===== src/rtl/blackjack_round_controller_if.sv =====
// Bundles the controller's button, deck RAM, adder and status signals.
// master = round controller side, slave = board/RAM/adder side.
interface blackjack_round_controller_if;
    logic       Start;
    logic       Hit;
    logic       Stay;
    logic [5:0] o_Memory_Adress;
    logic [3:0] i_Card;
    logic       o_Sum;
    logic [3:0] o_Card_Value;
    logic [4:0] o_Initial_Hand;
    logic       o_Ace;
    logic [4:0] i_Final_Hand;
    logic       i_Ace;
    logic       i_Add_Done;
    logic [4:0] Player_Hand;
    logic [4:0] Dealer_Hand;
    logic       Busy;
    logic       Player_Turn;
    logic       Win;
    logic       Lose;
    logic       Tie;
    logic       Error;

    modport master (
        input  Start, Hit, Stay, i_Card, i_Final_Hand, i_Ace, i_Add_Done,
        output o_Memory_Adress, o_Sum, o_Card_Value, o_Initial_Hand, o_Ace,
               Player_Hand, Dealer_Hand, Busy, Player_Turn, Win, Lose, Tie, Error
    );

    modport slave (
        output Start, Hit, Stay, i_Card, i_Final_Hand, i_Ace, i_Add_Done,
        input  o_Memory_Adress, o_Sum, o_Card_Value, o_Initial_Hand, o_Ace,
               Player_Hand, Dealer_Hand, Busy, Player_Turn, Win, Lose, Tie, Error
    );
endinterface


===== src/rtl/blackjack_round_controller.sv =====
// Sequences one blackjack round: deck fetch, one adder request per card, deal/player/dealer turns, outcome.
// Latency: 2 cycles per card fetch (+2 per skipped card), then adder round trip; all outputs registered.
// Backpressure: waits on i_Add_Done up to ADD_TIMEOUT cycles after o_Sum, then latches Error until Reset.
module blackjack_round_controller #(
    parameter int DECK_SIZE    = 52,
    parameter int DEALER_STAND = 17,
    parameter int ADD_TIMEOUT  = 8
) (
    input logic                          Clock,
    input logic                          Reset,
    blackjack_round_controller_if.master bus
);
    localparam int         TW       = $clog2(ADD_TIMEOUT + 1);
    localparam logic [5:0] PTR_LAST = 6'(DECK_SIZE - 1);
    localparam logic [4:0] STAND    = 5'(DEALER_STAND);
    localparam logic [TW-1:0] TO_LAST = TW'(ADD_TIMEOUT - 1);

    typedef enum logic [3:0] {
        IDLE, FETCH, LOAD, ADD, WAIT_ADD, UPDATE,
        PLAYER_TURN, DEALER_TURN, RESULT, ERROR
    } state_t;

    state_t        state;
    logic [5:0]    ptr;
    logic [1:0]    deal_cnt;
    logic          dealing;
    logic          target_dealer;
    logic [3:0]    card;
    logic [TW-1:0] timer;
    logic [4:0]    player_hand, dealer_hand;
    logic          player_ace, dealer_ace;
    logic          sum_q, init_ace;
    logic [4:0]    init_hand;
    logic          busy, player_turn, win, lose, tie, error;

    always_ff @(posedge Clock) begin
        if (Reset) begin
            state         <= IDLE;
            ptr           <= '0;
            deal_cnt      <= '0;
            dealing       <= 1'b0;
            target_dealer <= 1'b0;
            card          <= '0;
            timer         <= '0;
            player_hand   <= '0;
            dealer_hand   <= '0;
            player_ace    <= 1'b0;
            dealer_ace    <= 1'b0;
            sum_q         <= 1'b0;
            init_hand     <= '0;
            init_ace      <= 1'b0;
            busy          <= 1'b0;
            player_turn   <= 1'b0;
            win           <= 1'b0;
            lose          <= 1'b0;
            tie           <= 1'b0;
            error         <= 1'b0;
        end else begin
            case (state)
                IDLE, RESULT: begin
                    if (bus.Start) begin
                        player_hand   <= '0;
                        dealer_hand   <= '0;
                        player_ace    <= 1'b0;
                        dealer_ace    <= 1'b0;
                        win           <= 1'b0;
                        lose          <= 1'b0;
                        tie           <= 1'b0;
                        busy          <= 1'b1;
                        deal_cnt      <= '0;
                        dealing       <= 1'b1;
                        target_dealer <= 1'b0;
                        state         <= FETCH;
                    end
                end
                FETCH: state <= LOAD;
                LOAD: begin
                    card <= bus.i_Card;
                    ptr  <= (ptr == PTR_LAST) ? 6'd0 : ptr + 6'd1;
                    if (bus.i_Card == 4'd0 || bus.i_Card > 4'd13) begin
                        state <= FETCH;
                    end else begin
                        // Request fields are registered here so they coincide with o_Sum in ADD.
                        sum_q     <= 1'b1;
                        init_hand <= target_dealer ? dealer_hand : player_hand;
                        init_ace  <= target_dealer ? dealer_ace : player_ace;
                        state     <= ADD;
                    end
                end
                ADD: begin
                    sum_q <= 1'b0;
                    timer <= TW'(1);
                    state <= WAIT_ADD;
                end
                WAIT_ADD: begin
                    if (bus.i_Add_Done) begin
                        if (target_dealer) begin
                            dealer_hand <= bus.i_Final_Hand;
                            dealer_ace  <= bus.i_Ace;
                        end else begin
                            player_hand <= bus.i_Final_Hand;
                            player_ace  <= bus.i_Ace;
                        end
                        state <= UPDATE;
                    end else if (timer == TO_LAST) begin
                        error <= 1'b1;
                        busy  <= 1'b0;
                        state <= ERROR;
                    end else begin
                        timer <= timer + TW'(1);
                    end
                end
                UPDATE: begin
                    if (dealing && deal_cnt != 2'd3) begin
                        deal_cnt      <= deal_cnt + 2'd1;
                        target_dealer <= ~target_dealer;
                        state         <= FETCH;
                    end else if (dealing || !target_dealer) begin
                        dealing       <= 1'b0;
                        target_dealer <= 1'b0;
                        if (player_hand > 5'd21) begin
                            lose  <= 1'b1;
                            busy  <= 1'b0;
                            state <= RESULT;
                        end else begin
                            player_turn <= 1'b1;
                            state       <= PLAYER_TURN;
                        end
                    end else begin
                        state <= DEALER_TURN;
                    end
                end
                PLAYER_TURN: begin
                    // Stay is checked first so a simultaneous Hit is dropped.
                    if (bus.Stay) begin
                        player_turn <= 1'b0;
                        state       <= DEALER_TURN;
                    end else if (bus.Hit) begin
                        player_turn   <= 1'b0;
                        target_dealer <= 1'b0;
                        state         <= FETCH;
                    end
                end
                DEALER_TURN: begin
                    if (dealer_hand < STAND) begin
                        target_dealer <= 1'b1;
                        state         <= FETCH;
                    end else begin
                        busy  <= 1'b0;
                        state <= RESULT;
                        if (dealer_hand > 5'd21 || player_hand > dealer_hand) win <= 1'b1;
                        else if (player_hand == dealer_hand)                 tie <= 1'b1;
                        else                                                 lose <= 1'b1;
                    end
                end
                ERROR:   state <= ERROR;
                default: state <= IDLE;
            endcase
        end
    end

    assign bus.o_Memory_Adress = ptr;
    assign bus.o_Sum           = sum_q;
    assign bus.o_Card_Value    = card;
    assign bus.o_Initial_Hand  = init_hand;
    assign bus.o_Ace           = init_ace;
    assign bus.Player_Hand     = player_hand;
    assign bus.Dealer_Hand     = dealer_hand;
    assign bus.Busy            = busy;
    assign bus.Player_Turn     = player_turn;
    assign bus.Win             = win;
    assign bus.Lose            = lose;
    assign bus.Tie             = tie;
    assign bus.Error           = error;
endmodule


===== src/flat_wrapper.sv =====
// flat-port wrapper written by rule: the top's interface ports become plain ports
module blackjack_round_controller_flat 
#(
    parameter int DECK_SIZE    = 52,
    parameter int DEALER_STAND = 17,
    parameter int ADD_TIMEOUT  = 8
)
  (Clock, Reset, bus_Start, bus_Hit, bus_Stay, bus_i_Card, bus_i_Final_Hand, bus_i_Ace, bus_i_Add_Done, bus_o_Memory_Adress, bus_o_Sum, bus_o_Card_Value, bus_o_Initial_Hand, bus_o_Ace, bus_Player_Hand, bus_Dealer_Hand, bus_Busy, bus_Player_Turn, bus_Win, bus_Lose, bus_Tie, bus_Error);
  blackjack_round_controller_if bus_i ();
  input logic Clock;
  input logic Reset;
  input wire logic [$bits(bus_i.Start)-1:0] bus_Start;
  input wire logic [$bits(bus_i.Hit)-1:0] bus_Hit;
  input wire logic [$bits(bus_i.Stay)-1:0] bus_Stay;
  input wire logic [$bits(bus_i.i_Card)-1:0] bus_i_Card;
  input wire logic [$bits(bus_i.i_Final_Hand)-1:0] bus_i_Final_Hand;
  input wire logic [$bits(bus_i.i_Ace)-1:0] bus_i_Ace;
  input wire logic [$bits(bus_i.i_Add_Done)-1:0] bus_i_Add_Done;
  output wire logic [$bits(bus_i.o_Memory_Adress)-1:0] bus_o_Memory_Adress;
  output wire logic [$bits(bus_i.o_Sum)-1:0] bus_o_Sum;
  output wire logic [$bits(bus_i.o_Card_Value)-1:0] bus_o_Card_Value;
  output wire logic [$bits(bus_i.o_Initial_Hand)-1:0] bus_o_Initial_Hand;
  output wire logic [$bits(bus_i.o_Ace)-1:0] bus_o_Ace;
  output wire logic [$bits(bus_i.Player_Hand)-1:0] bus_Player_Hand;
  output wire logic [$bits(bus_i.Dealer_Hand)-1:0] bus_Dealer_Hand;
  output wire logic [$bits(bus_i.Busy)-1:0] bus_Busy;
  output wire logic [$bits(bus_i.Player_Turn)-1:0] bus_Player_Turn;
  output wire logic [$bits(bus_i.Win)-1:0] bus_Win;
  output wire logic [$bits(bus_i.Lose)-1:0] bus_Lose;
  output wire logic [$bits(bus_i.Tie)-1:0] bus_Tie;
  output wire logic [$bits(bus_i.Error)-1:0] bus_Error;
  assign bus_i.Start = bus_Start;
  assign bus_i.Hit = bus_Hit;
  assign bus_i.Stay = bus_Stay;
  assign bus_i.i_Card = bus_i_Card;
  assign bus_i.i_Final_Hand = bus_i_Final_Hand;
  assign bus_i.i_Ace = bus_i_Ace;
  assign bus_i.i_Add_Done = bus_i_Add_Done;
  assign bus_o_Memory_Adress = bus_i.o_Memory_Adress;
  assign bus_o_Sum = bus_i.o_Sum;
  assign bus_o_Card_Value = bus_i.o_Card_Value;
  assign bus_o_Initial_Hand = bus_i.o_Initial_Hand;
  assign bus_o_Ace = bus_i.o_Ace;
  assign bus_Player_Hand = bus_i.Player_Hand;
  assign bus_Dealer_Hand = bus_i.Dealer_Hand;
  assign bus_Busy = bus_i.Busy;
  assign bus_Player_Turn = bus_i.Player_Turn;
  assign bus_Win = bus_i.Win;
  assign bus_Lose = bus_i.Lose;
  assign bus_Tie = bus_i.Tie;
  assign bus_Error = bus_i.Error;
  blackjack_round_controller #(.DECK_SIZE(DECK_SIZE), .DEALER_STAND(DEALER_STAND), .ADD_TIMEOUT(ADD_TIMEOUT)) u_core (.Clock(Clock), .Reset(Reset), .bus(bus_i));
endmodule

===== config.mk =====
export PLATFORM = sky130hd
export DESIGN_NAME = blackjack_round_controller_flat
export DESIGN_NICKNAME = d
export VERILOG_FILES = /design/src/rtl/blackjack_round_controller_if.sv /design/src/rtl/blackjack_round_controller.sv /design/src/flat_wrapper.sv
export SDC_FILE = /design/constraint.sdc
export NUM_CORES = 1
export LEC_CHECK = 0
export ABC_AREA = 1
export BUFFER_PORTS_ARGS = -buffer_cell sky130_fd_sc_hd__buf_2
export CORE_ASPECT_RATIO = 1.2
export CORE_MARGIN = 5
export CORE_UTILIZATION = 55
export CTS_CLUSTER_DIAMETER = 60
export DETAILED_ROUTE_END_ITERATION = 16
export PLACE_DENSITY_LB_ADDON = 0.08
export SKIP_CTS_REPAIR_TIMING = 1
export SLEW_MARGIN = 25
export SYNTH_ARGS = -nofsm -noshare
export SYNTH_HDL_FRONTEND = slang
export SYNTH_SLANG_ARGS = --single-unit

===== constraint.sdc =====
create_clock -name Clock -period 1.71 [get_ports Clock]
set_input_delay 0.2565 -clock Clock [delete_from_list [all_inputs] [get_ports Clock]]
set_output_delay 0.2565 -clock Clock [all_outputs]
set_load 0.02 [all_outputs]

; ---- After elaboration in Yosys (flattened, before gate mapping)
; Index checks and enable logic that the tools add are counted.
; Widths: inputs -> output; s select.
[word_totals]
regBits = 47
latch_bits = 0
ram_bits = 0
mem_bits_ro = 0
input_bits = 16
out_inout_bits = 33
wordCells = 171
mem_count = 0
[classes]
addsub = 3
n_mul = 0
div = 0
n_lt_le_gt_ge = 5
eq_ne = 37
n_shift = 0
muxes = 71
n_bitwise = 3
reduce_logical = 32
[ops]
columns = cell, n
row1 = $mux 4, 11
row2 = $pmux 4 s9, 1
row3 = $mux 1, 35
row4 = $mux 5, 6
row5 = $ne 2x2->1 const B, 14
row6 = $eq 4x3->1 const B, 5
row7 = $pmux 5 s2, 2
row8 = $ne 2x1->1 const B, 8
row9 = $reduce_and 4->1, 4
row10 = $reduce_and 8->1, 2
row11 = $pmux 1 s2, 7
row12 = $reduce_and 3->1, 4
row13 = $reduce_bool 2->1, 6
row14 = $gt 5x5->1 const B, 2
row15 = $reduce_and 5->1, 2
row16 = $eq 4x2->1 const B, 2
row17 = $eq 4x4->1 const B, 2
row18 = $logic_not 4->1, 2
row19 = $pmux 1 s4, 2
row20 = $pmux 4 s2, 1
row21 = $reduce_bool 4->1, 2
row22 = $add 6x1->6 const B, 1
row23 = $eq 6x6->1 const B, 1
row24 = $mux 2, 3
row25 = 21 further kinds, 26

; ---- Logic depth before layout (Yosys ltp)
; Gate-level depths: netlist of the first run.
[depth]
word_depth = 5
depth_mapped = 11
mapped_depth_nobuf = 11

; ---- Least setup slack after synthesis of the first run
; OpenSTA, ideal clock, no wires.
[synth_timing]
kind = register -> register
from = reg u_core.dealer_hand[4] (netlist: u_core.bus.Dealer_Hand[4])
to = reg u_core.tie (netlist: u_core.bus.Tie)
setup_time_ns = 0.121
arrival_ns = 1.508
required_ns = 1.589
setup_slack_ns = 0.081
path_stages_with_launch = 12
path_buffers = 0
period_less_slack_ns = 1.629
cell_sequence = dfxtp_1 inv_1 ha_1 nand2_1 nor2_1 nand2_1 nand3_1 nand2_1 nand2_1 inv_1 a21oi_1 nor2_1
[synth_between]
elab_chain_len = 4
elab_cells_between_ends = 9
classes_between = 3 x order compare / 4 x eq/ne / 2 x reduce/logical
[synth_rtl]
columns = element, line_no
row1 = start: declaration, blackjack_round_controller.sv:30  ; logic [4:0] player_hand, dealer_hand;
row2 = start signal: assignment, blackjack_round_controller.sv:98  ; dealer_hand <= bus.i_Final_Hand;
row3 = $gt 5x5->1, blackjack_round_controller.sv:151  ; if (dealer_hand > 5'd21 || player_hand > dealer_hand) win <= 1'b1;
row4 = $logic_or 1x1->1, blackjack_round_controller.sv:151
row5 = $ne 2x2->1 (no source line), n/a
row6 = $reduce_and 5->1 (no source line) *, n/a
row7 = end signal: assignment, blackjack_round_controller.sv:56  ; tie <= 1'b0;
row8 = end signal: assignment, blackjack_round_controller.sv:68  ; tie <= 1'b0;
row9 = end signal: assignment, blackjack_round_controller.sv:152  ; else if (player_hand == dealer_hand) tie <= 1'b1;
row10 = end: declaration, blackjack_round_controller.sv:34  ; logic busy, player_turn, win, lose, tie, error;
; Mark *: on every way between the ends. The rest lies on a longest branch, timed or not.
; A chain may end at the register's enable or synchronous reset.

; ---- Final worst setup path of the first run
[layout_timing]
from = reg u_core.dealer_hand[3] (netlist: u_core.bus.Dealer_Hand[3])
to = reg u_core.tie (netlist: u_core.bus.Tie)
; Same word-level chain as after synthesis.

==> summary.md, run 1 <==
| Metric | Value |
|---|---|
| GRT overflow | 0 |
| CTS tree | yes |
| Worst slew margin | 78.3% |
| Max Slew Vio Count | 0 |
| Clk sinks | 47 |
| Min-Delay Endpoint | u_core.bus.o_Card_Value[0]$_SDFFE_PP0P_ |
| EDFF count, synth | 0 |
| Largest net degree at the start of global routing | 17 |
| Nets@finish | 454 |
| Area Growth Syn to Fin | 17.1% |
| N_diodes | 0 |
| Total chip power | 0.00331 W |
| Top Ports | 49 |
| Drt drc | 0 |
| Synth Area per Inst | 6.77 um^2 |
| Ys flop type | dfxtp_1 |
| Crit path buf inv count | 2 |
| Most frequent CP cell | nand2_1 |
| Worst vdd ir | 0.763 mV |
| Synth cell types | 33 |
| Overall die height | 84.3 um |
| Clock root buffer | clkbuf_8 |
| Leakage | 1.48 nW |
| Critical Path RT | 1.90 ns |
| Critical Path Slowest Stage Cell | dfxtp_2 |
| Via count | 2514 |
| Synth Net Count | 398 |
| Tcrit/Tclk final | 89.5% |
| Area after DPL | 2860 um^2 |
| DR iter-0 viols | 139 |
| Max_cap viols | 0 |
| Post-synth top area cell | dfxtp_1 |
| Ratio of cells with drive above 1 in the final layout | 23.0% |
| Status | complete, no violations |
| Worst Setup SP | u_core.bus.Dealer_Hand[3]$_SDFFE_PP0P_ |
| Site Rows | 27 |
| Mapped Cells | 374 |
| Clk slew on worst S/H paths | 0.09 ns |
| Reg2Reg Capture Point | u_core.bus.Tie$_SDFFE_PP0P_ |
| CORE AREA | 4530 um^2 |
| Antenna Nets Post-Route | 0 |
| Cell family with most CP delay | simple AND/OR/NAND/NOR gates |
| Full die area | 6060 um^2 |
| Synth warn | 0 |
| Worst-Skew Late Latency | 0.31 ns |
| Fillcell total | 446 |
| Pwr dens | 1120 nW/um^2 |
| Hold Crit Class | in -> reg |
| H-tree levels | 2 |
| Synth async-reset ratio | 0% |
| Synth top area share | 37.2% |
| CP Cell Sequence | inv_1 > ha_1 > nand2_1 > nor2_2 > nand2_1 > nand3_1 > nand2_1 > nand2_1 > inv_1 > a21oi_1 > nor2_1 |
| Crit path max fanout | 4 |
| Reg-to-reg startpoint | u_core.bus.Dealer_Hand[3]$_SDFFE_PP0P_ |
| Clock Path Buffers | 2 |
| I/O Buffers | 48 |
| CP Capture Type | register |
| Clock Skew | 0.00664 ns |
| Post-synthesis sequential area ratio | 37.2% |
| Total wire length | 6110 um |
| Pin slew with the least headroom to its limit | 0.325 ns |
| Pre-Repair DR Iteration Count | 4 |
| Tot GR Track Use | 21.8% |
| Hold path cells | 3 |
| Fmax | 653 MHz |
| R2r setup slk | 0.18 ns |
| Inserted Clock Buffers | 5 |
| Largest cells by area after synthesis | dfxtp_1 37%, nand2_1 11%, nor2_1 8.7% |
| Die X | 71.9 um |
| Crit start category | register |
| Initial antenna violation count | 0 |
| Cells on worst reg2reg path | 11 |
| Final setup fails | 0 |
| First-pass GRT wire length | 10800 um |
| Syn Std Cell Area | 2530 um^2 |
| Detailed-route wire length per cell | 12.5 um |
| Final weighted congestion in routability-driven placement | 0.947 |
| Max incr delay on CP | 0.37 ns |
| Hold_ws | 0.201 ns |
| CP Data Arrival Time | 1.72 ns |
| Final HPWL from detailed placement | 4760 um |
| Final setup TNS | 0 ns |
| Flops & latches, synth | 47 |
| Number of global-route vias before repair | 2394 |
| Fin. Hold Viols | 0 |
| Crit path kind | reg -> reg |
| Post-route cell area | 2960 um^2 |
| Post-route minimum period | 1.53 ns |
| Hold Crit Start | bus_i_Card[0] |
| Initial Utilization | 55.9% |
| DR vias/cell | 5.14 |
==> worst max-delay path by stage <==
stage                     depth (start not counted)                           to  slack [ns]
after global placement                           11  u_core.bus.Tie$_SDFFE_PP0P_        0.12
after detailed placement                         11  u_core.bus.Tie$_SDFFE_PP0P_        0.11
after global routing                             11  u_core.bus.Tie$_SDFFE_PP0P_      -0.001
after floorplan                                  11  u_core.bus.Tie$_SDFFE_PP0P_        0.08
final                                            11  u_core.bus.Tie$_SDFFE_PP0P_        0.18
after CTS                                        11  u_core.bus.Tie$_SDFFE_PP0P_        0.09
==> cell type report <==
class                   instances  area, um^2  share of cell area, %
multi-input cells             266        1340                   45.3
flip-flops and latches         47         943                   31.8
repair buffers                 57         308                   10.4
inverters                      53         201                   6.80
clock buffers                   7        86.3                   2.91
well taps                      58        72.6                   2.45
clock inverters                 1        8.76                  0.295
==> cells by family (layout without fill, tap and decap cells) <==
logic type / count (synthesis) / after routing / share of synthesized area (%)
adders and majority gates: 8 / 8 / 3.95
AOI/OAI and AO/OA: 73 / 73 / 15.7
DFF: 47 / 47 / 37.2
buffers and inverters: 61 / 118 / 9.84
and+or+nand+nor: 185 / 185 / 33.4
==> worst min-delay path: stages <==
cell	delay (ns)
buf_2	0.09
inv_1	0.06
a21oi_1	0.06
==> registers in the layout, indices dropped and copies added (netlist names), 2 cells and up <==
| signal | cells |
|---|---|
| u_core.deal_cnt | 2 |
| u_core.bus.o_Initial_Hand | 5 |
| u_core.timer | 4 |
| u_core.bus.o_Card_Value | 4 |
| u_core.bus.o_Memory_Adress | 6 |
| u_core.state | 4 |
| u_core.bus.Dealer_Hand | 5 |
| u_core.bus.Player_Hand | 5 |
==> report_power, final <==
group          internal, W  leakage, nW  switching, W
logic             0.000421         1.05      0.000794
clock network     0.000332       0.0484      0.000389
registers          0.00125        0.385      0.000124
total              0.00200         1.48       0.00131
==> Yosys cell counts (all sizes together), types with 4 or more instances <==
master	count
a21oi	28
a31oi	6
buf	5
dfxtp	47
ha	8
inv	53
nand2	84
nand3	15
nand4	4
nor2	68
nor3	9
o21ai	35
==> placed cells by master (no fill, tap or decap), drive strengths merged <==
| master | Yosys | final |
|---|---|---|
| nor2 | 68 | 68 |
| or2 | 1 | 1 |
| a211oi | 1 | 1 |
| a21oi | 28 | 28 |
| clkbuf | 3 | 7 |
| nor3 | 9 | 9 |
| ha | 8 | 8 |
| o31ai | 1 | 1 |
| nand3 | 15 | 15 |
| clkinv | 0 | 1 |
| nand2 | 84 | 84 |
| o211a | 1 | 1 |
| o21ai | 35 | 35 |
| nor3b | 2 | 2 |
| o211ai | 1 | 1 |
| and3 | 2 | 2 |
| dfxtp | 47 | 47 |
| inv | 53 | 53 |
| a31oi | 6 | 6 |
| nand4 | 4 | 4 |
| buf | 5 | 57 |
==> routing by layer <==
layer	track usage [%]	vias to the layer above	wire length [um]	share of wire, %
met5	0	-	0	0
met4	8.21	0	131	2.1
met3	4.07	12	264	4.3
met2	35.1	53	2870	47
met1	28.7	1135	2850	47
li1	-	1314	-	-
==> metrics by stage <==
step / worst slack, ns / utilization (%) / instances
6_report: 0.180 / 65.5 / 489
5_1_grt: -0.00116 / 65.5 / 489
4_1_cts: 0.0900 / 65.4 / 489
3_5_place_dp: 0.106 / 63.3 / 481
3_3_place_gp: 0.123 / 63.3 / 481
2_1_floorplan: 0.0812 / - / 374
Note: power is estimated with default switching activity, not from simulation.
==> run 2, diff against run 1 <==
- CTS_BUF_LIST: default -> sky130_fd_sc_hd__clkbuf_16
==> summary.md, run 2 (same netlist as run 1, synthesis figures left out) <==
| Metric | Value |
|---|---|
| Final setup TNS | 0 ns (unchanged) |
| Max reg flops | 6 (unchanged) |
| Reg-to-reg startpoint | u_core.state[0]$_SDFFE_PP0P_ (was u_core.bus.Dealer_Hand[3]$_SDFFE_PP0P_) |
| M3 GR Usage | 4.07% (unchanged) |
| Full die area | 6060 um^2 (unchanged) |
| Crit path depth | 10 (was 11) |
| Ratio of cells with drive above 1 in the final layout | 22.7% (was 23.0%) |
| Hold Crit Class | in -> reg (unchanged) |
| Final HPWL from detailed placement | 4760 um (unchanged) |
| DR vias/cell | 5.20 (was 5.14) |
| Inserted Clock Buffers | 5 (unchanged) |
| Sw frac | 37.7% (was 39.5%) |
| CORE AREA | 4530 um^2 (unchanged) |
| Met1 Use GR | 28.4% (was 28.7%) |
| Tot GR Track Use | 21.8% (about the same) |
| Max incr delay on CP | 0.38 ns (was 0.37 ns) |
| Fin. Hold Viols | 0 (unchanged) |
| Max Slew Vio Count | 0 (unchanged) |
| Worst Setup SP | u_core.state[0]$_SDFFE_PP0P_ (was u_core.bus.Dealer_Hand[3]$_SDFFE_PP0P_) |
| N_diodes | 0 (unchanged) |
| Hold path cells | 3 (unchanged) |
| Critical Path Slowest Stage Cell | dfxtp_1 (was dfxtp_2) |
| Detailed-route wire length per cell | 12.6 um (was 12.5 um) |
| Antenna Nets Post-Route | 0 (unchanged) |
| Largest net degree at the start of global routing | 17 (unchanged) |
| Total wire length | 6140 um (was 6110 um) |
| DR iter-0 viols | 118 (was 139) |
| GRT busiest layer | met2 (unchanged) |
| Crit path kind | reg -> reg (unchanged) |
| Placed Cells | 481 (unchanged) |
| Final weighted congestion in routability-driven placement | 0.947 (unchanged) |
| Via count | 2542 (was 2514) |
| Drt drc | 0 (unchanged) |
| Final setup fails | 0 (unchanged) |
| Crit path buf inv count | 2 (unchanged) |
| Die X | 71.9 um (unchanged) |
| Worst vdd ir | 0.707 mV (was 0.763 mV) |
| Max_cap viols | 0 (unchanged) |
| Clock root buffer | clkbuf_16 (was clkbuf_8) |
| Top Ports | 49 (unchanged) |
| Combinational fraction of design power | 34.4% (was 36.7%) |
| Worst-Skew Late Latency | 0.29 ns (was 0.31 ns) |
| Post-route cell area | 3010 um^2 (was 2960 um^2) |
| Clock Path Buffers | 2 (unchanged) |
| CP Data Arrival Time | 1.70 ns (was 1.72 ns) |
| First-pass GRT wire length | 10800 um (about the same) |
| CP Capture Type | register (unchanged) |
| Fmax | 659 MHz (was 653 MHz) |
| Pwr dens | 1180 nW/um^2 (was 1120 nW/um^2) |
| Hold Crit Start | bus_i_Card[0] (unchanged) |
| GRT overflow | 0 (unchanged) |
| Cells on worst reg2reg path | 10 (was 11) |
| Pre-Repair DR Iteration Count | 4 (unchanged) |
| R2r setup slk | 0.19 ns (was 0.18 ns) |
| CP Cell Sequence | inv_2 > nand2_4 > nor2_2 > nand2_4 > nand2_1 > nor2_2 > nand2_2 > inv_4 > nor2_1 > nor2_1 (was inv_1 > ha_1 > nand2_1 > nor2_2 > nand2_1 > nand3_1 > nand2_1 > nand2_1 > inv_1 > a21oi_1 > nor2_1) |
| RSZ-0062 raised after global routing | no |
| Part of the power in registers | 38.8% (was 41.5%) |
| Worst slew margin | 78.3% (about the same) |
| Site Rows | 27 (unchanged) |
| Met2 track demand over resource | 35.1% (unchanged) |
| I/O Buffers | 48 (unchanged) |
| Number of global-route vias before repair | 2398 (was 2394) |
| Initial antenna violation count | 0 (unchanged) |
| Clk sinks | 47 (unchanged) |
| Initial Utilization | 55.9% (unchanged) |
| Clock Skew | 0.00501 ns (was 0.00664 ns) |
| Nets@finish | 454 (unchanged) |
| Pin slew with the least headroom to its limit | 0.325 ns (about the same) |
| Tcrit/Tclk final | 88.8% (was 89.5%) |
| Status | complete, no violations (unchanged) |
| Cell family with most CP delay | simple AND/OR/NAND/NOR gates (unchanged) |
| Critical Path RT | 1.89 ns (was 1.90 ns) |
| Crit path max fanout | 7 (was 4) |
| H-tree levels | 2 (unchanged) |
| Final std cells w/o fill | 489 (unchanged) |
| Clk pwr share | 26.8% (was 21.8%) |
| CP Capture Point | u_core.bus.Player_Hand[0]$_SDFFE_PP0P_ (was u_core.bus.Tie$_SDFFE_PP0P_) |
| Reg2Reg Capture Point | u_core.bus.Player_Hand[0]$_SDFFE_PP0P_ (was u_core.bus.Tie$_SDFFE_PP0P_) |
| Most frequent cells in the layout | 75 x nand2_1, 58 x nor2_1, 48 x buf_2 (unchanged) |
| P_int | 0.00221 W (was 0.00200 W) |
| Leakage | 1.51 nW (was 1.48 nW) |
| Post-route minimum period | 1.52 ns (was 1.53 ns) |
| Area after DPL | 2860 um^2 (unchanged) |
| Most common cell after layout, fill and taps aside | nand2_1 (unchanged) |
| Area Growth Syn to Fin | 18.9% (was 17.1%) |
| CTS tree | yes (unchanged) |
| NetSw | 0.00133 W (was 0.00131 W) |
| Clk slew on worst S/H paths | 0.06 ns (was 0.09 ns) |
| Overall die height | 84.3 um (unchanged) |
| Crit start category | register (unchanged) |
run 2: cell count changes in the layout (fill, tap and decap cells not counted):
cell,change
inv_1,+1
clkbuf_8,-6
clkinv_1,+1
clkbuf_16,+5
clkbuf_1,-1
run 2: area by class of cell:
cell class	instances	area [um^2]
well taps	58	72.6
inverters	53	201
flip-flops and latches	47	943
clock buffers	5	125
clock inverters	3	16.3
repair buffers	57	308
multi-input cells	266	1340
fillers	433	1520
run 2: worst register-to-register path: stages (launching register included):
cell     delay (ns)
dfxtp_1        0.38
inv_2          0.14
nand2_4        0.08
nor2_2         0.20
nand2_4        0.11
nand2_1        0.10
nor2_2         0.04
nand2_2        0.15
inv_4          0.08
nor2_1         0.09
nor2_1         0.05
run 2: power by group through the flow:
stage	logic [W]	registers, W	clock network, W
floorplan	0.000750	0.00152	0
global placement	0.00119	0.00140	0
detailed placement	0.00121	0.00139	0
CTS	0.00121	0.00137	0.000956
global route	0.00139	0.00140	0.00100
finish	0.00122	0.00137	0.000948
run 2: routing by layer:
metal / vias to the layer above / routed length, um
li1: 1317 / -
met1: 1139 / 2820
met2: 68 / 2840
met3: 18 / 291
met4: 0 / 180
met5: - / 0
run 2: worst min path at each step:
stage,to,slack [ns]
global route,u_core.bus.o_Card_Value[3]$_SDFFE_PP0P_,0.25
CTS,u_core.bus.o_Card_Value[0]$_SDFFE_PP0P_,0.23
detailed placement,u_core.bus.Error$_SDFFE_PP0P_,0.45
global placement,u_core.bus.Busy$_SDFFE_PP0P_,0.44
floorplan,u_core.bus.o_Card_Value[3]$_SDFFE_PP0P_,0.40
finish,u_core.bus.o_Card_Value[0]$_SDFFE_PP0P_,0.22
run 2: through the flow:
stage          hold slack, ns  total power (W)  util [%]  worst slack (ns)
2_1_floorplan           0.404          0.00227         -            0.0812
3_3_place_gp            0.445          0.00259      63.3             0.123
3_5_place_dp            0.453          0.00260      63.3             0.106
4_1_cts                 0.227          0.00354      66.4            0.0967
5_1_grt                 0.245          0.00379      66.5           0.00139
6_report                0.224          0.00354      66.5             0.192
==> run 3, diff against run 2 <==
- BUFFER_PORTS_ARGS: -buffer_cell sky130_fd_sc_hd__buf_2 -> -buffer_cell sky130_fd_sc_hd__buf_4
==> summary.md, run 3 (same netlist as run 1, synthesis figures left out) <==
| Metric | Value |
|---|---|
| Number of global-route vias before repair | 2549 (was 2398) |
| Cells on worst reg2reg path | 8 (was 10) |
| Detailed-route wire length per cell | 13.0 um (was 12.6 um) |
| CP Capture Type | register (unchanged) |
| Hold_ws | 0.229 ns (was 0.224 ns) |
| Placed Cells | 483 (was 481) |
| Inserted Clock Buffers | 5 (unchanged) |
| Crit path buf inv count | 3 (was 2) |
| Most frequent cells in the layout | 75 x nand2_1, 59 x buf_4, 58 x nor2_1 (was 75 x nand2_1, 58 x nor2_1, 48 x buf_2) |
| Overall die height | 84.3 um (unchanged) |
| CP Capture Point | u_core.bus.o_Initial_Hand[4]$_SDFFE_PP0P_ (was u_core.bus.Player_Hand[0]$_SDFFE_PP0P_) |
| Tcrit/Tclk final | 91.1% (was 88.8%) |
| Pre-Repair DR Iteration Count | 4 (unchanged) |
| Final std cells w/o fill | 491 (was 489) |
| Max incr delay on CP | 0.45 ns (was 0.38 ns) |
| Worst-Skew Late Latency | 0.28 ns (was 0.29 ns) |
| Max_cap viols | 0 (unchanged) |
| CP Cell Sequence | inv_2 > nor2_4 > nand2_2 > inv_2 > nand3_2 > inv_2 > o21ai_0 > a31oi_1 (was inv_2 > nand2_4 > nor2_2 > nand2_4 > nand2_1 > nor2_2 > nand2_2 > inv_4 > nor2_1 > nor2_1) |
| Fin. Hold Viols | 0 (unchanged) |
| Via count | 2527 (was 2542) |
| Pwr dens | 1160 nW/um^2 (was 1180 nW/um^2) |
| Final weighted congestion in routability-driven placement | 0.890 (was 0.947) |
| Leakage | 1.53 nW (was 1.51 nW) |
| DR vias/cell | 5.15 (was 5.20) |
| Clk slew on worst S/H paths | 0.06 ns (about the same) |
| R2r setup slk | 0.15 ns (was 0.19 ns) |
| I/O Buffers | 48 (unchanged) |
| Critical Path Slowest Stage Cell | dfxtp_1 (unchanged) |
| Nets@finish | 456 (was 454) |
| Post-route minimum period | 1.56 ns (was 1.52 ns) |
| DR iter-0 viols | 151 (was 118) |
| Clock root buffer | clkbuf_16 (unchanged) |
| N_diodes | 0 (unchanged) |
| Pin slew with the least headroom to its limit | 0.326 ns (was 0.325 ns) |
| Full die area | 6060 um^2 (unchanged) |
| Crit path max fanout | 13 (was 7) |
| CTS tree | yes (unchanged) |
| Die X | 71.9 um (unchanged) |
| Fmax | 642 MHz (was 659 MHz) |
| Final HPWL from detailed placement | 4890 um (was 4760 um) |
| Largest net degree at the start of global routing | 18 (was 17) |
| Cell family with most CP delay | flip-flops (was simple AND/OR/NAND/NOR gates) |
| Most frequent CP cell | inv_2 |
| Antenna Nets Post-Route | 0 (unchanged) |
| Max reg flops | 6 (unchanged) |
| Most common cell after layout, fill and taps aside | nand2_1 (unchanged) |
| Crit path kind | reg -> reg (unchanged) |
| Worst slew margin | 78.2% (was 78.3%) |
| Critical Path RT | 1.92 ns (was 1.89 ns) |
| H-tree levels | 2 (unchanged) |
| First-pass GRT wire length | 11200 um (was 10800 um) |
| Initial antenna violation count | 0 (unchanged) |
| Clock Path Buffers | 2 (unchanged) |
| CP Data Arrival Time | 1.77 ns (was 1.70 ns) |
| Clk sinks | 47 (unchanged) |
| Total wire length | 6380 um (was 6140 um) |
| Max Slew Vio Count | 0 (unchanged) |
| Initial Utilization | 55.9% (unchanged) |
| Area Growth Syn to Fin | 24.6% (was 18.9%) |
| Final setup fails | 0 (unchanged) |
| GRT overflow | 0 (unchanged) |
| Ratio of cells with drive above 1 in the final layout | 23.1% (was 22.7%) |
| Clock Skew | 0.00371 ns (was 0.00501 ns) |
| Reg2Reg Capture Point | u_core.bus.o_Initial_Hand[4]$_SDFFE_PP0P_ (was u_core.bus.Player_Hand[0]$_SDFFE_PP0P_) |
| Crit start category | register (unchanged) |
| Site Rows | 27 (unchanged) |
| Tot GR Track Use | 22.3% (was 21.8%) |
| Reg-to-reg startpoint | u_core.state[1]$_SDFFE_PP0P_ (was u_core.state[0]$_SDFFE_PP0P_) |
| Crit path depth | 8 (was 10) |
| Worst vdd ir | 0.840 mV (was 0.707 mV) |
| Top Ports | 49 (unchanged) |
| Status | complete, no violations (unchanged) |
| CORE AREA | 4530 um^2 (unchanged) |
| Worst Setup SP | u_core.state[1]$_SDFFE_PP0P_ (was u_core.state[0]$_SDFFE_PP0P_) |
| Drt drc | 0 (unchanged) |
| Hold Crit Class | in -> reg (unchanged) |
run 3: power by group:
group	leakage, nW	internal, W	total [W]	switching, W
clock network	0.0726	0.000534	0.000942	0.000407
logic	1.08	0.000506	0.00134	0.000835
registers	0.385	0.00125	0.00137	0.000119
run 3: worst min path at each step:
| stage | from | to | slack (ns) | cells after the start |
|---|---|---|---|---|
| 2_1_floorplan | bus_i_Card[3] | u_core.bus.o_Card_Value[3]$_SDFFE_PP0P_ | 0.40 | 2 |
| 3_3_place_gp | u_core.bus.Busy$_SDFFE_PP0P_ | u_core.bus.Busy$_SDFFE_PP0P_ | 0.45 | 2 |
| 3_5_place_dp | u_core.bus.Win$_SDFFE_PP0P_ | u_core.bus.Win$_SDFFE_PP0P_ | 0.46 | 2 |
| 4_1_cts | Reset | u_core.bus.Busy$_SDFFE_PP0P_ | 0.23 | 2 |
| 5_1_grt | Reset | u_core.state[1]$_SDFFE_PP0P_ | 0.24 | 2 |
| 6_report | Reset | u_core.timer[1]$_SDFFE_PP0P_ | 0.23 | 2 |
run 3: per-layer routing:
layer | global-route usage (%) | vias up | routed length, um
met2 | 38.5 | 63 | 3190
met1 | 27.9 | 1130 | 2780
met5 | 0 | - | 0
met4 | 6.84 | 0 | 121
met3 | 4.07 | 15 | 294
li1 | - | 1319 | -
run 3: cell type report:
| cell class | instances | area, um^2 |
|---|---|---|
| repair buffers | 59 | 443 |
| flip-flops and latches | 47 | 943 |
| inverters | 53 | 201 |
| well taps | 58 | 72.6 |
| clock inverters | 3 | 16.3 |
| multi-input cells | 266 | 1350 |
| fillers | 431 | 1370 |
| clock buffers | 5 | 125 |
run 3: stage by stage:
stage	area [um^2]	power (W)	TNS, ns	util (%)	worst slack [ns]
floorplan	2530	0.00227	0	-	0.0812
global placement	3000	0.00268	0	66.3	0.175
detailed placement	3000	0.00271	0	66.3	0.134
CTS	3140	0.00365	0	69.4	0.141
global route	3150	0.00392	-0.0102	69.7	-0.0102
finish	3150	0.00365	0	69.7	0.151
